### src/rtl/lane_serializer_40to10_pkg.sv
// lane_serializer_40to10_pkg: shared defaults, counter width and controller state encoding
package lane_serializer_40to10_pkg;
  localparam int LANES_DEF = 4;
  localparam int LANE_W_DEF = 10;
  localparam int WCNT_W = 16;
  typedef enum logic {ST_IDLE = 1'b0, ST_SEND = 1'b1} state_t;
endpackage

### src/rtl/lane_serializer_40to10_mux.sv
// lane_serializer_40to10_mux: picks one lane symbol out of a word given the output-order index
module lane_serializer_40to10_mux
  import lane_serializer_40to10_pkg::*;
#(
  parameter int LANES = LANES_DEF,
  parameter int LANE_W = LANE_W_DEF,
  parameter bit MSB_FIRST = 1'b0,
  parameter int CW = 2
) (
  input  logic [LANES*LANE_W-1:0] word,
  input  logic [CW-1:0]           idx,
  output logic [LANE_W-1:0]       sym
);
  logic [CW-1:0] phys;
  always_comb begin
    phys = MSB_FIRST ? CW'(LANES - 1) - idx : idx;
    sym = word[int'(phys)*LANE_W +: LANE_W];
  end
endmodule

### src/rtl/lane_serializer_40to10.sv
// lane_serializer_40to10: streams each wide input word out as LANES registered lane symbols
module lane_serializer_40to10
  import lane_serializer_40to10_pkg::*;
#(
  parameter int LANES = LANES_DEF,
  parameter int LANE_W = LANE_W_DEF,
  parameter bit MSB_FIRST = 1'b0,
  localparam int CW = (LANES > 1) ? $clog2(LANES) : 1
) (
  input  logic                    clk,
  input  logic                    rst,
  input  logic                    s_valid,
  output logic                    s_ready,
  input  logic [LANES*LANE_W-1:0] s_data,
  input  logic                    abort,
  output logic                    m_valid,
  input  logic                    m_ready,
  output logic [LANE_W-1:0]       m_data,
  output logic [CW-1:0]           m_lane,
  output logic                    m_last,
  output logic [WCNT_W-1:0]       word_cnt
);
  state_t state;
  logic [LANES*LANE_W-1:0] hold;
  logic fire, done, accept;
  logic [CW-1:0] nxt;
  logic [LANE_W-1:0] sym;
  assign fire = m_valid & m_ready;
  assign done = fire & m_last;
  assign s_ready = !abort & ((state == ST_IDLE) | done);
  assign accept = s_valid & s_ready;
  assign nxt = m_lane + CW'(1);
  // a freshly accepted word bypasses the hold reg so lane 0 appears right after the accept edge
  lane_serializer_40to10_mux #(
    .LANES(LANES), .LANE_W(LANE_W), .MSB_FIRST(MSB_FIRST), .CW(CW)
  ) u_mux (
    .word(accept ? s_data : hold),
    .idx(accept ? '0 : nxt),
    .sym(sym)
  );
  always_ff @(posedge clk) begin
    if (rst) begin
      state <= ST_IDLE;
      hold <= '0;
      m_valid <= 1'b0;
      m_data <= '0;
      m_lane <= '0;
      m_last <= 1'b0;
      word_cnt <= '0;
    end else if (abort) begin
      state <= ST_IDLE;
      m_valid <= 1'b0;
      m_lane <= '0;
      m_last <= 1'b0;
    end else begin
      if (done) word_cnt <= word_cnt + WCNT_W'(1);
      if (accept) begin
        state <= ST_SEND;
        hold <= s_data;
        m_valid <= 1'b1;
        m_data <= sym;
        m_lane <= '0;
        m_last <= 1'b0;
      end else if (done) begin
        state <= ST_IDLE;
        m_valid <= 1'b0;
        m_lane <= '0;
        m_last <= 1'b0;
      end else if (fire) begin
        m_data <= sym;
        m_lane <= nxt;
        m_last <= (nxt == CW'(LANES - 1));
      end
    end
  end
endmodule

### config.mk
export PLATFORM = sky130hd
export DESIGN_NAME = lane_serializer_40to10
export DESIGN_NICKNAME = d
export VERILOG_FILES = /design/src/rtl/lane_serializer_40to10_pkg.sv /design/src/rtl/lane_serializer_40to10_mux.sv /design/src/rtl/lane_serializer_40to10.sv
export SDC_FILE = /design/constraint.sdc
export NUM_CORES = 1
export LEC_CHECK = 0
export CORE_AREA = 2 2 121 64
export CTS_BUF_LIST = sky130_fd_sc_hd__clkbuf_4 sky130_fd_sc_hd__clkbuf_8
export CTS_CLUSTER_SIZE = 28
export DETAILED_ROUTE_END_ITERATION = 10
export DIE_AREA = 0 0 123 66
export PLACE_DENSITY = 0.83
export SYNTH_ARGS = -nofsm -noshare
export SYNTH_HDL_FRONTEND = slang
export SYNTH_HIERARCHICAL = 1
export SYNTH_SLANG_ARGS = --single-unit
### constraint.sdc
create_clock -name clk -period 6.6 [get_ports clk]
set_input_delay 1.32 -clock clk [delete_from_list [all_inputs] [get_ports clk]]
set_output_delay 1.32 -clock clk [all_outputs]
set_load 0.02 [all_outputs]
* After elaboration in Yosys (flattened, before gate mapping)
Index checks and enable logic that the tools add are counted.
** Word-level totals
- Input bits :: 45
- Output and inout bits :: 31
- Register bits :: 70
** Operators by class
- Reduce and logical (&&, ||, !) cells :: 7
- Add/subtract/negate cells :: 2
- Eq/ne operators :: 2
- Bitwise operators :: 7
- $mul :: 1
- Shifts and indexed selects :: 1
- Multiplexer cells :: 7
** Operators by type and width (count)
- $mux W40 :: 1
- $shiftx A40 B32 Y10 :: 1
- $mux W10 :: 3
- $add A16 B1 Y16 const B :: 1
- $mul A2 B3 Y5 const B :: 1
- $and A1 B1 Y1 :: 4
- $reduce_bool A2 Y1 :: 2
- $reduce_or A4 Y1 :: 1
- $reduce_and A3 Y1 :: 1
- $add A2 B1 Y2 const B :: 1
- $eq A2 B2 Y1 const B :: 1
- $mux W1 :: 2
- $mux W2 :: 1
- $ne A2 B1 Y1 const B :: 1
- $not A1 Y1 :: 2
- $reduce_and A2 Y1 :: 1
- $reduce_or A2 Y1 :: 1
- $logic_not A1 Y1 :: 1
- $or A1 B1 Y1 :: 1

* Longest topological paths before layout
- Depth after elaboration :: 11
- Depth in mapped cells :: 8

* Cells and area by module
The synthesis kept the hierarchy.
** By module, submodules not included
- lane_serializer_40to10 :: instances 1, area each 2877.8 µm², cells an instance 276
- lane_serializer_40to10_mux :: instances 1, area each 241.5 µm², cells an instance 12

* Least setup slack after synthesis
Ideal clock, no wire load.
- Path type :: input -> register
- Start :: in abort
- End :: reg m_data[7]
- Data arrival time :: 3011 ps
- Cell stages on the path :: 7
- Path buffers :: 2
- Setup time :: 128 ps
- Slack :: 3461 ps
- Required time :: 6472 ps
- Path through :: buf_4 -> nor3_4 -> buf_2 -> mux2_1 -> mux4_2 -> mux2i_1 -> nor2_1
** Between the ends
- Longest elaborated chain between the ends :: 9
** Ends and longest elaborated chain
- start, declared :: line lane_serializer_40to10.sv:15 : input logic abort,
- $logic_not A1 Y1 * :: line lane_serializer_40to10.sv:30 : assign s_ready = !abort & ((state == ST_IDLE) | done);
- $and A1 B1 Y1 * :: line lane_serializer_40to10.sv:30
- $and A1 B1 Y1 * :: line lane_serializer_40to10.sv:31 : assign accept = s_valid & s_ready;
- $mux W2 :: line lane_serializer_40to10.sv:38 : .idx(accept ? '0 : nxt),
- $mul A2 B3 Y5 :: line lane_serializer_40to10_mux.sv:17 : sym = word[int'(phys)*LANE_W +: LANE_W];
- $shiftx A40 B32 Y10 * :: line lane_serializer_40to10_mux.sv:17
- net sym[7] :: line lane_serializer_40to10.sv:27 : logic [LANE_W-1:0] sym;
- $mux W10 :: line lane_serializer_40to10.sv:69 : end else if (fire) begin
- $mux W10 :: line lane_serializer_40to10.sv:64 : end else if (done) begin
- $mux W10 * :: line lane_serializer_40to10.sv:57 : if (accept) begin
- end signal, assigned :: line lane_serializer_40to10.sv:61 : m_data <= sym;
- end signal, assigned :: line lane_serializer_40to10.sv:70 : m_data <= sym;
- end, declared :: line lane_serializer_40to10.sv:18 : output logic [LANE_W-1:0] m_data,
The timed path passes the listed nets; every way through them passes the cells marked *. The select of a mux whose other input is x is not followed.
A chain may end at the register's enable or synchronous reset.

* Worst setup path after layout
- Start :: in m_ready
- End :: out s_ready
** Between the ends
- Longest elaborated chain between the ends :: 4
** Ends and longest elaborated chain
- start, declared :: line lane_serializer_40to10.sv:17 : input logic m_ready,
- $and A1 B1 Y1 :: line lane_serializer_40to10.sv:28 : assign fire = m_valid & m_ready;
- $and A1 B1 Y1 :: line lane_serializer_40to10.sv:29 : assign done = fire & m_last;
- $or A1 B1 Y1 :: line lane_serializer_40to10.sv:30
- $and A1 B1 Y1 :: line lane_serializer_40to10.sv:30
- end, declared :: line lane_serializer_40to10.sv:13 : output logic s_ready,
Every way passes these cells.

==> results.json <==
{
  "crit_buf_inv": 2,
  "drtIter0Drc": 157,
  "ios": 76,
  "root_buffer": "clkbuf_8",
  "total_power_uw": 883,
  "crit_family": "buffers and inverters",
  "area_growth_pct": 31.9,
  "finalCriticalPeriod_ns": 4.10,
  "ctsLongestPathBuffers": 2,
  "routabilityCongestion": 0.822,
  "final_nets": 407,
  "detail-route-antenna-nets": 0,
  "numCtsBuffers": 9,
  "status": "completed",
  "finalHoldViolations": 0,
  "crit_arrival_ns": 2.78,
  "leakage_uw": 0.00154,
  "powerDensity_nw_per_um2": 215,
  "placed_cells": 445,
  "num_rows": 22,
  "num_vias": 2275,
  "worstPathCellList": "clkdlybuf4s50_1 > a21boi_2 > nor2_1 > clkdlybuf4s50_1",
  "drt-total-wl_um": 7160,
  "grt_overflow": 0,
  "cpMaxStageDelayCell": "clkdlybuf4s50_1",
  "final.setup.tns_ns": 0,
  "antenna_found_initial": 0,
  "portBuffers": 75,
  "grt_setup_unrepaired": "false",
  "cts_tree": "built",
  "slowest_delay_ns": 0.61,
  "worstPathMaxFanout": 5,
  "synth_area_um2": 3120,
  "ir_drop_v": 0.000120,
  "place_area_um2": 3930,
  "end_kind": "output port",
  "seq_area_frac_synth_pct": 44.9,
  "hold_ws_ns": 0.495,
  "track_usage_pct": 19.3,
  "die_w_um": 123,
  "vias_per_cell": 4.95,
  "ctsResizeCount": 0,
  "power_switching_uw": 209,
  "grt_max_degree": 73,
  "startpoint_type": "input pin",
  "drive_above_1_share_pct": 14.6,
  "hp-class": "reg -> reg",
  "grt_pass1_vias": 2240,
  "slew_violations": 0,
  "slew_headroom_pct": 30.8,
  "grt_first_pass_wirelength_um": 11600,
  "h-tree-depth": 3,
  "route.detailed.drc": 0,
  "fin_crit_sh_pct": 62.1,
  "synth_nets": 335,
  "maxClockFrequency_ghz": 0.244,
  "worstMarginPinSlew_ns": 1.03,
  "synth_cell_type_count": 37,
  "fp.coreArea_um2": 7100,
  "post_cts_buffers": 0,
  "fin_skew_ns": 0.0103,
  "synth_cells": 288,
  "p_int_uw": 674,
  "worstPathRequired_ns": 5.28,
  "drt-pass1-iter-count": 4,
  "layout_commonest_cell": "clkdlybuf4s50_1",
  "clkLatencyLatePin_ns": 0.35,
  "cts_sinks": 70,
  "maxCapViolCount": 0,
  "synth-seq-cells": 70,
  "die-area_um2": 8120,
  "die_h_um": 66,
  "seq_power_share_pct": 49.9,
  "setup_viol": 0,
  "fin_cells": 460,
  "start_util_pct": 43.9,
  "hold_buffers": 0,
  "switching_share_pct": 23.7,
  "avgSynthCellArea_um2": 10.8,
  "path_clk_slew_ns": 0.07,
  "power_frac_comb_pct": 12.7,
  "crit_top_cell": "clkdlybuf4s50_1",
  "dp_hpwl_um": 5110,
  "crit_type": "in -> out",
  "wl_per_cell_um": 15.6,
  "pwr-share-clk_pct": 37.4,
  "final_cell_mix": "74 x clkdlybuf4s50_1, 70 x dfxtp_1, 41 x nor2b_1, 27 x nor2_1, 24 x mux2_1",
  "design_area_um2": 4120,
  "antenna_cells": 0,
  "ys_warn_count": 6
}
synthesized netlist by cell type:
library cell / number / area (um^2)
nand2b_1: 1 / 6.26
mux2_1: 24 / 270
a21boi_0: 1 / 7.51
clkbuf_2: 1 / 5.00
nand2_1: 7 / 26.3
buf_4: 1 / 7.51
mux2i_1: 11 / 110
nand4b_4: 1 / 23.8
o31ai_1: 3 / 22.5
nand3_1: 5 / 25.0
nor4_1: 6 / 37.5
a221oi_1: 1 / 8.76
ha_1: 2 / 25.0
dfxtp_1: 70 / 1400
or2_1: 1 / 6.26
and4b_1: 1 / 10.0
xor2_1: 3 / 26.3
nor2_1: 27 / 101
nand4_1: 3 / 18.8
o21ai_0: 1 / 5.00
mux4_2: 10 / 225
a21boi_2: 1 / 11.3
mux2_2: 18 / 203
buf_6: 2 / 22.5
nor3_1: 5 / 25.0
nor3_4: 1 / 16.3
clkbuf_1: 8 / 30.0
xnor2_1: 6 / 52.6
or4_1: 3 / 22.5
or2_0: 1 / 6.26
inv_1: 7 / 26.3
nor2b_1: 41 / 257
or3_1: 2 / 12.5
or2_2: 1 / 6.26
buf_2: 5 / 25.0
a21oi_1: 6 / 30.0
buf_1: 1 / 3.75
path summary, 6_finish.rpt:
path,startpoint,end,slack [ns],cells past startpoint
max,m_ready,s_ready,2.50,4
min,word_cnt[15],word_cnt[15],0.49,2
max reg2reg,state,m_data[1],3.82,7
min reg2reg,word_cnt[15],word_cnt[15],0.49,2
power by group through the flow:
stage               sequential, uW  combinational [uW]  clock, uW
finish                         441                 112        330
global route                   442                 121        356
CTS                            441                 112        342
detailed placement             451                 112          0
global placement               450                 110          0
floorplan                      453                64.1          0
through the flow:
| stage | setup WS [ns] | util (%) |
|---|---|---|
| 2_1_floorplan | 3.46 | - |
| 3_3_place_gp | 2.51 | 55.3 |
| 3_5_place_dp | 2.48 | 55.3 |
| 4_1_cts | 2.50 | 57.9 |
| 5_1_grt | 2.42 | 57.9 |
| 6_report | 2.50 | 57.9 |
kinds of logic (layout without fill, tap and decap cells):
family,Yosys count,after routing,share of synthesized area (%)
AO/OA/AOI/OAI,13,13,2.73
XOR/XNOR,9,9,2.53
adder cells (fa/ha/maj),2,2,0.802
buffers and inverters,25,101,3.85
flip-flops,70,70,44.9
multiplexers,63,63,25.9
AND/OR/NAND/NOR,106,106,19.3
layout make-up:
class,instances,area (um^2)
fillers,603,2990
multi-input cells,193,1600
flip-flops and latches,70,1400
repair buffers,79,776
clock buffers,9,124
well taps,96,120
clock inverters,6,63.8
inverters,7,26.3
worst min-delay path, stage by stage (launching register included):
cell and delay, ns:
dfxtp_1 0.32, o31ai_1 0.07, a21oi_1 0.06
routing by layer:
metal  wire length, um  part of all wire (%)  GRT usage, %
met3               496                   6.9          6.81
met4                90                   1.3          7.53
met2              2720                    38          25.4
met5                 0                     0             0
met1              3860                    54          28.3
registers in the layout, indices dropped and copies added (netlist names):
name      flops
word_cnt     16
m_lane        2
m_data       10
hold         40
m_last        1
state         1
Power figures use the tool's default switching activity.
